[src/rtl/sys_timer_seq.sv]
// sys_timer_seq: E-clock refresh timer, power-on startup sequencer and I/O QoS hold-off timers.
//
// Ports:
//   clk_i       FSB clock, all state on the rising edge
//   rst_i       synchronous active-high reset, overrides every other event
//   e_i         68K E clock (asynchronous, synchronised here)
//   nres_i      PDS reset line, active low (asynchronous)
//   nipl2_i     NMI button level, active low (asynchronous)
//   bact_i      bus cycle active
//   qos_cs_i    per-channel QoS chip-select hits
//   ref_req_o   refresh requested
//   ref_urg_o   refresh urgent
//   ref_tick_o  one-clock pulse per completed refresh period
//   nres_o      reset to Mac, active low
//   aout_oe_o   PDS address/control output enable
//   nbr_iob_o   bus request to I/O board, active low
//   qos_en_o    per-channel QoS enable
//   qos_any_o   OR of qos_en_o
//   is_o        startup state: 0 HOLD, 1 NMICHK, 2 GRANT, 3 RUN
module sys_timer_seq #(
  parameter int unsigned REF_PERIOD = 11,
  parameter int unsigned REF_URG    = 2,
  parameter int unsigned LT_W       = 12,
  parameter int unsigned LT_TERM    = 3072,
  parameter int unsigned QOS_CH     = 3,
  parameter int unsigned QOS_W      = 4,
  parameter int unsigned QOS_LOAD   = 15
) (
  input  logic              clk_i,
  input  logic              rst_i,
  input  logic              e_i,
  input  logic              nres_i,
  input  logic              nipl2_i,
  input  logic              bact_i,
  input  logic [QOS_CH-1:0] qos_cs_i,
  output logic              ref_req_o,
  output logic              ref_urg_o,
  output logic              ref_tick_o,
  output logic              nres_o,
  output logic              aout_oe_o,
  output logic              nbr_iob_o,
  output logic [QOS_CH-1:0] qos_en_o,
  output logic              qos_any_o,
  output logic [1:0]        is_o
);

  localparam int unsigned     TW      = (REF_PERIOD > 1) ? $clog2(REF_PERIOD) : 1;
  localparam logic [TW-1:0]   TMax    = TW'(REF_PERIOD - 1);
  localparam logic [TW-1:0]   UrgLo   = TW'(REF_PERIOD - 1 - REF_URG);
  localparam logic [LT_W-1:0] LtTerm  = LT_W'(LT_TERM);
  localparam logic [QOS_W-1:0] QosLoad = QOS_W'(QOS_LOAD);

  typedef enum logic [1:0] {StHold = 2'd0, StNmiChk = 2'd1, StGrant = 2'd2, StRun = 2'd3} state_e;

  // Two-flop synchronisers. Active-low lines reset to their inactive level so that
  // leaving reset cannot fake a PDS reset or an NMI.
  logic [1:0] e_sync_q, nres_sync_q, nipl2_sync_q;
  logic       e_last_q;
  logic       efall, nres_s, nipl2_s;

  always_ff @(posedge clk_i) begin
    if (rst_i) begin
      e_sync_q     <= 2'b00;
      e_last_q     <= 1'b0;
      nres_sync_q  <= 2'b11;
      nipl2_sync_q <= 2'b11;
    end else begin
      e_sync_q     <= {e_sync_q[0], e_i};
      e_last_q     <= e_sync_q[1];
      nres_sync_q  <= {nres_sync_q[0], nres_i};
      nipl2_sync_q <= {nipl2_sync_q[0], nipl2_i};
    end
  end

  assign efall   = e_last_q & ~e_sync_q[1];
  assign nres_s  = nres_sync_q[1];
  assign nipl2_s = nipl2_sync_q[1];

  // Refresh timer; flags are decoded from the pre-increment count.
  logic [TW-1:0] timer_q;
  logic          ref_req_q, ref_urg_q, ref_tick_q;

  always_ff @(posedge clk_i) begin
    if (rst_i) begin
      timer_q    <= '0;
      ref_req_q  <= 1'b0;
      ref_urg_q  <= 1'b0;
      ref_tick_q <= 1'b0;
    end else if (efall) begin
      timer_q    <= (timer_q == TMax) ? '0 : timer_q + TW'(1);
      ref_req_q  <= (timer_q != TMax);
      ref_urg_q  <= (timer_q >= UrgLo) && (timer_q < TMax);
      ref_tick_q <= (timer_q == TMax);
    end else begin
      ref_tick_q <= 1'b0;
    end
  end

  // Startup sequencer with the long timer; every state change restarts the long timer.
  state_e          st_q;
  logic [LT_W-1:0] lt_q;
  logic            nres_q, aout_oe_q, nbr_iob_q, look_reset_q;
  logic            phase_done;

  assign phase_done = (lt_q == LtTerm);

  always_ff @(posedge clk_i) begin
    if (rst_i) begin
      st_q         <= StHold;
      lt_q         <= '0;
      nres_q       <= 1'b0;
      aout_oe_q    <= 1'b0;
      nbr_iob_q    <= 1'b0;
      look_reset_q <= 1'b0;
    end else begin
      // Arm reset detection only after an E edge with nRESout released, so our own
      // release (seen back through the PDS reset line) cannot re-enter HOLD.
      if (!nres_q) begin
        look_reset_q <= 1'b0;
      end else if (efall) begin
        look_reset_q <= 1'b1;
      end
      if (ref_tick_q && !phase_done) begin
        lt_q <= lt_q + LT_W'(1);
      end
      unique case (st_q)
        StHold: begin
          nres_q    <= 1'b0;
          aout_oe_q <= 1'b0;
          nbr_iob_q <= 1'b0;
          if (phase_done) begin
            st_q <= StNmiChk;
            lt_q <= '0;
          end
        end
        StNmiChk: begin
          if (!nipl2_s) begin
            nbr_iob_q <= 1'b1;
          end
          // NMI held past phase end keeps us here with the long timer saturated.
          if (phase_done && nipl2_s) begin
            st_q      <= StGrant;
            lt_q      <= '0;
            aout_oe_q <= ~nbr_iob_q;
          end
        end
        StGrant: begin
          aout_oe_q <= ~nbr_iob_q;
          if (phase_done) begin
            st_q   <= StRun;
            lt_q   <= '0;
            nres_q <= 1'b1;
          end
        end
        StRun: begin
          if (look_reset_q && !nres_s) begin
            st_q      <= StHold;
            lt_q      <= '0;
            nres_q    <= 1'b0;
            aout_oe_q <= 1'b0;
            nbr_iob_q <= 1'b0;
          end
        end
        default: st_q <= StHold;
      endcase
    end
  end

  // QoS hold-off channels. A registered hit reloads; a PDS reset loads every channel.
  logic [QOS_CH-1:0] cnt_nz;
  logic [QOS_CH-1:0] qos_en_d, qos_en_q;
  logic              qos_any_q;

  for (genvar i = 0; i < QOS_CH; i++) begin : g_qos
    logic             hit_q;
    logic [QOS_W-1:0] cnt_q;

    always_ff @(posedge clk_i) begin
      if (rst_i) begin
        hit_q <= 1'b0;
        cnt_q <= '0;
      end else begin
        hit_q <= (bact_i && qos_cs_i[i]) || !nres_s;
        if (hit_q) begin
          cnt_q <= QosLoad;
        end else if (ref_tick_q && (cnt_q != '0)) begin
          cnt_q <= cnt_q - QOS_W'(1);
        end
      end
    end

    assign cnt_nz[i] = (cnt_q != '0);
  end

  // Enables only change between bus cycles.
  always_comb begin
    qos_en_d = qos_en_q;
    if (!bact_i) begin
      qos_en_d = cnt_nz;
    end
  end

  always_ff @(posedge clk_i) begin
    if (rst_i) begin
      qos_en_q  <= '0;
      qos_any_q <= 1'b0;
    end else begin
      qos_en_q  <= qos_en_d;
      qos_any_q <= |qos_en_d;
    end
  end

  assign ref_req_o  = ref_req_q;
  assign ref_urg_o  = ref_urg_q;
  assign ref_tick_o = ref_tick_q;
  assign nres_o     = nres_q;
  assign aout_oe_o  = aout_oe_q;
  assign nbr_iob_o  = nbr_iob_q;
  assign qos_en_o   = qos_en_q;
  assign qos_any_o  = qos_any_q;
  assign is_o       = st_q;

endmodule

[config.mk]
export PLATFORM = sky130hd
export DESIGN_NAME = sys_timer_seq
export DESIGN_NICKNAME = d
export VERILOG_FILES = /design/src/rtl/sys_timer_seq.sv
export SDC_FILE = /design/constraint.sdc
export NUM_CORES = 1
export LEC_CHECK = 0
export CORE_MARGIN = 5
export CORE_UTILIZATION = 45
export CTS_CLUSTER_DIAMETER = 80
export DETAILED_ROUTE_END_ITERATION = 16
export PLACE_DENSITY = 0.74
export SYNTH_ARGS = -nofsm -noshare
export SYNTH_HDL_FRONTEND = slang
export SYNTH_SLANG_ARGS = --single-unit
[constraint.sdc]
create_clock -name clk_i -period 2.3 [get_ports clk_i]
set_input_delay 0.46 -clock clk_i [delete_from_list [all_inputs] [get_ports clk_i]]
set_output_delay 0.46 -clock clk_i [all_outputs]
set_load 0.01 [all_outputs]
Word-level counts from Yosys, hierarchy flattened --
Cells that the tools add are included.
Word-level totals: memories 0, bits in latches 0, ROM bits 0, flip-flop bits (word level) 51, output and inout port bits 12, memory bits (writable) 0
Operators by class: divide/modulo/power cells 0, equality and inequality tests 11, add/sub/neg operators 5, magnitude comparators 2, mux-type cells 25, $mul 0, shift-type cells 0, bitwise logic cells 5, reduce and logical (&&, ||, !) cells 32
Operators by type and width (number):
- $mux W12 | 4
- $pmux W12 S3 | 1
- $mux W4 | 7
- $add A12 B1 Y12 const B | 1
- $eq A12 B12 Y1 const B | 1
- $reduce_bool A4 Y1 | 3
- $sub A4 B1 Y4 const B | 3
- $logic_and A1 B1 Y1 | 10
- $ne A2 B2 Y1 const B | 5
- $mux W2 | 4
- $pmux W2 S4 | 1
- $pmux W1 S3 | 2
- $reduce_and A3 Y1 | 2
- $reduce_bool A2 Y1 | 3
- $reduce_bool A3 Y1 | 2
- $reduce_or A2 Y1 | 3
- $add A4 B1 Y4 const B | 1
- $eq A2 B2 Y1 const B | 2
- $eq A4 B4 Y1 const B | 1
- $ge A4 B4 Y1 const B | 1
- $lt A4 B4 Y1 const B | 1
- $mux W1 | 4
- $ne A4 B4 Y1 const B | 1
- $not A1 Y1 | 4
- other kinds (10) | 13

Depth between registers and ports, before layout --
word-level depth 6, depth in mapped cells 7, depth with buffers taken out 6

Least setup slack after synthesis --
OpenSTA, ideal clock, no wires.
path kind flip-flop to flip-flop, start point register lt_q[0], end point register lt_q[0], setup slack 0.448 ns, clock period less this slack 1.852 ns, arrival time 1.737 ns, path buffers 1, cell stages (with the launch flop) 8, library setup time 0.115 ns, cell sequence dfxtp_1 -> inv_1 -> ha_1 -> or4b_4 -> o31ai_1 -> a221o_2 -> buf_6 -> nor2_1
Between the ends: longest elaborated chain between the ends 6, elaborated cells between the ends (all ways) 10
RTL lines:
- start, declared | line 101 | logic [LT_W-1:0] lt_q;
- start signal, assigned | line 124 | lt_q <= lt_q + LT_W'(1);
- parallel branches: the longest is 5 deep, another holds $add A12 B1 Y12
- $pmux W12 S3 (*) | line 126 | unique case (st_q)
Mark *: on every way between the ends. A chain may end at the register's enable or synchronous reset.

Worst setup path after layout --
start point register lt_q[0], end point register lt_q[5]
Same word-level chain as after synthesis.

==> summary.md <==
| Metric | Value |
|---|---|
| Detailed placer's ending HPWL | 2836 µm |
| Nets in the synthesized netlist | 271 |
| FMAX | 0.4811 GHz |
| Crit-path cells | inv_1 > ha_1 > or4b_4 > o31ai_1 > a221o_2 > nor2_1 |
| Antenna Diode Count | 0 |
| Count of buffering cells on the critical path with inverters included | 1 |
| Largest delay contributor family on the critical path | compound AO/OA/AOI/OAI gates |
| Post-synthesis instance total | 251 |
| Flip-flop and latch count after synthesis | 51 |
| Final clock skew | 0.008404 ns |
| Hold bufs inserted after CTS | 0 |
| Core Rows | 25 |
| Area growth, synth to finish | 17.29% |
| Final number of max-transition violations | 0 |
| Number of hold violations in the final report | 0 |
| CP peak stage delay | 0.49 ns |
| Max-cap viol count | 0 |
| Maximum resistive drop on vdd | 0.4328 mV |
| Hold_sp | nres_sync_q[0]$_SDFF_PP1_ |
| Number of DRC markers in iteration 0 | 103 |
| IO buf count | 20 |
| Synth Warn # | 0 |
| Clk Tree Root Cell | sky130_fd_sc_hd__clkbuf_8 |
| Number of buffers created by CTS | 5 |
| CP Data Required Time | 2.48 ns |
| Final WS setup | 0.2213 ns |
| Worst min-delay path category | reg2reg |
| Post-synthesis sequential area ratio | 45.23% |
| Number of antenna violations at the first check in global routing | 0 |
| Number of resized instances in the post-cts repair step | 0 |
| Remaining global-route overflow | 0 |
| Placeable core region | 4786 µm² |
| Maximum net fanout on the critical path | 12 |
| Pin count of the biggest net entering global routing | 33 |
| Static leakage | 0.9309 nW |
| Post-synthesis cell type count | 37 |
| Top-area cell type share of the netlist area | 45.23% |
| Type of destination of the critical path | flip-flop |
| Number of logic stages on the critical path including buffering | 6 |
| Cells taking the most area after synthesis | sky130_fd_sc_hd__dfxtp_1 45%, sky130_fd_sc_hd__ha_1 6.1%, sky130_fd_sc_hd__a21oi_1 5.3%, sky130_fd_sc_hd__xnor2_1 4.3%, sky130_fd_sc_hd__nand2_1 3.8% |
| Post-CTS Repair Setup Buffers | 0 |
| Source of the critical timing path | lt_q[0]$_SDFF_PP0_ |
| GRT Total Usage | 13.65% |
| Ratio of cells with drive above 1 in the final layout | 11.68% |
| Setup violators final | 0 |
| Worst Setup Start Kind | flip-flop |
| Wire length after detailed routing | 3989 µm |
| Number of top-level pins | 21 |
| Total cell area at the placement stage | 2526 µm² |
| Initial standard-cell utilization of the core | 47.16% |
| Vias | 1729 |
| Avg Inst Size Synth | 8.993 µm² |
| Crit path time final | 2.079 ns |
| Setup TNS | 0 ns |
| Clock tree from TritonCTS | yes |
| Die W | 80.83 µm |
| Mapped Area | 2257 µm² |
| Leading cell type in the layout, fill and taps excluded | sky130_fd_sc_hd__dfxtp_1 |
| Routed length per placed instance | 11.70 µm |
| Post-layout instance area | 2648 µm² |
| Number of nets in the final layout | 293 |
| Sinks on Clock Net | 51 |
| Area leader, netlist | sky130_fd_sc_hd__dfxtp_1 |
| Vias in the first global route | 1651 |
| CTS HTree Levels | 2 |
| First-pass iteration count of the detailed router | 4 |
| Setup repair after global routing missed its margin | false |
| Placer congestion estimate | 0.8102 |
| Cell with the largest stage delay on the worst path | sky130_fd_sc_hd__or4b_4 |
| Worst hold path cell count | 1 |
| Clk buf depth | 2 |
| Average via count per standard cell | 5.070 |
| Worst-skew pair later-pin latency | 0.30 ns |
| Setup slack after placement | 0.2300 ns |
| Commonest cells after routing, fill and taps aside | 51 x sky130_fd_sc_hd__dfxtp_1, 24 x sky130_fd_sc_hd__a21oi_1, 23 x sky130_fd_sc_hd__nand2_1 |
| Die height | 80.83 µm |
| Area enclosed by the die boundary | 6533 µm² |
| Total power divided by cell area | 645.0 nW/µm² |
| Final period utilization | 90.38% |
| Outcome | finished clean |
| Relative slew margins | 70.95% |
| Clock transition time at the flip-flop clock pins of the worst setup and hold paths | 0.09 ns |
| Beginning of the worst register-to-register path | lt_q[0]$_SDFF_PP0_ |
| Wire length of the first global-routing pass | 7169 µm |
| Worst-margin pin slew | 0.4324 ns |
| Number of nets with antenna violations after detailed routing | 0 |
| Remaining DRCs | 0 |
| Worst path arrival time | 2.26 ns |
| Classification of the worst setup path | reg2reg |
| Logic depth of the worst register-to-register path | 6 |
## cell usage after synthesis, drive strengths merged
cell     count
a211oi       2
a21bo        1
a21oi       24
a221o        1
a311oi       1
a31o         2
a31oi        7
and2         1
buf          1
clkbuf       7
dfxtp       51
ha          11
inv         17
mux2i        4
nand2       23
nand2b       2
nand3       10
nand3b       1
nand4        4
nand4b       1
nand4bb      1
nor2        21
nor2b        6
nor3         9
nor3b        4
nor4         2
o211ai       1
o21ai        2
o31ai        2
o41ai        1
or2          8
or3          3
or3b         3
or4b         1
xnor2       11
xor2         5
## worst reg2reg max path, delay by kind of cell (launching register included)
kind,cells,cell delay (ns)
adders and majority gates,1,0.14
DFF,1,0.35
AOI/OAI and AO/OA,2,0.79
buffers and inverters,1,0.10
and+or+nand+nor,2,0.57
## registers in the layout, indices dropped and copies added, names as in the netlist
| name | count |
|---|---|
| nipl2_sync_q | 2 |
| qos_en_o | 3 |
| e_last_q | 1 |
| nbr_iob_o | 1 |
| ref_tick_o | 1 |
| qos_any_o | 1 |
| ref_req_o | 1 |
| g_qos.hit_q | 3 |
| nres_o | 1 |
| is_o | 2 |
| look_reset_q | 1 |
| nres_sync_q | 2 |
| aout_oe_o | 1 |
| e_sync_q | 2 |
| lt_q | 12 |
| ref_urg_o | 1 |
| timer_q | 4 |
| g_qos.cnt_q | 12 |
## cell type report
class                           count  area, µm²
Clock buffer                        6      82.58
Timing Repair Buffer               23      222.7
Fill cell                         421       2138
Multi-Input combinational cell    175       1135
Tap cell                           67      83.83
Sequential cell                    51       1021
Clock inverter                      2      38.79
Inverter                           17      63.81
## logic make-up (layout without fill, tap and decap cells)
logic type,Yosys count,after routing,synth area share (%)
DFF,51,51,45.23
xor gates and xnor gates,16,16,6.208
and+or+nand+nor,100,100,23.50
adders and majority gates,11,11,6.097
buffers and inverters,25,48,4.490
muxes,4,4,1.774
AOI/OAI and AO/OA,44,44,12.69
## stage by stage
stage / std cells / power, mW / util [%] / hold WS (ns)
global placement: 333 / 1.080 / 52.78 / 0.3928
CTS: 341 / 1.733 / 55.32 / 0.4242
global route: 341 / 1.787 / 55.32 / 0.4282
floorplan: 251 / 1.034 / - / 0.3895
finish: 341 / 1.708 / 55.32 / 0.4214
detailed placement: 333 / 1.083 / 52.78 / 0.4064
## metal layers
metal | wire length (µm) | GRT usage, %
met1 | 1947 | 16.64
met2 | 1838 | 23.15
met3 | 137 | 3.104
met4 | 66 | 5.574
met5 | 0 | 0
## power breakdown
group          internal (mW)  switching (mW)
registers              0.914          0.0180
clock network          0.358           0.288
logic                 0.0670          0.0628
## final timing paths
path / end / slack (ns)
worst max register to register: lt_q[5]$_SDFF_PP0_ / 0.22
worst min-delay path: nres_sync_q[1]$_SDFF_PP1_ / 0.42
worst max-delay path: lt_q[5]$_SDFF_PP0_ / 0.22
worst min register to register: nres_sync_q[1]$_SDFF_PP1_ / 0.42
No activity file was read; power rests on OpenSTA's default activity.
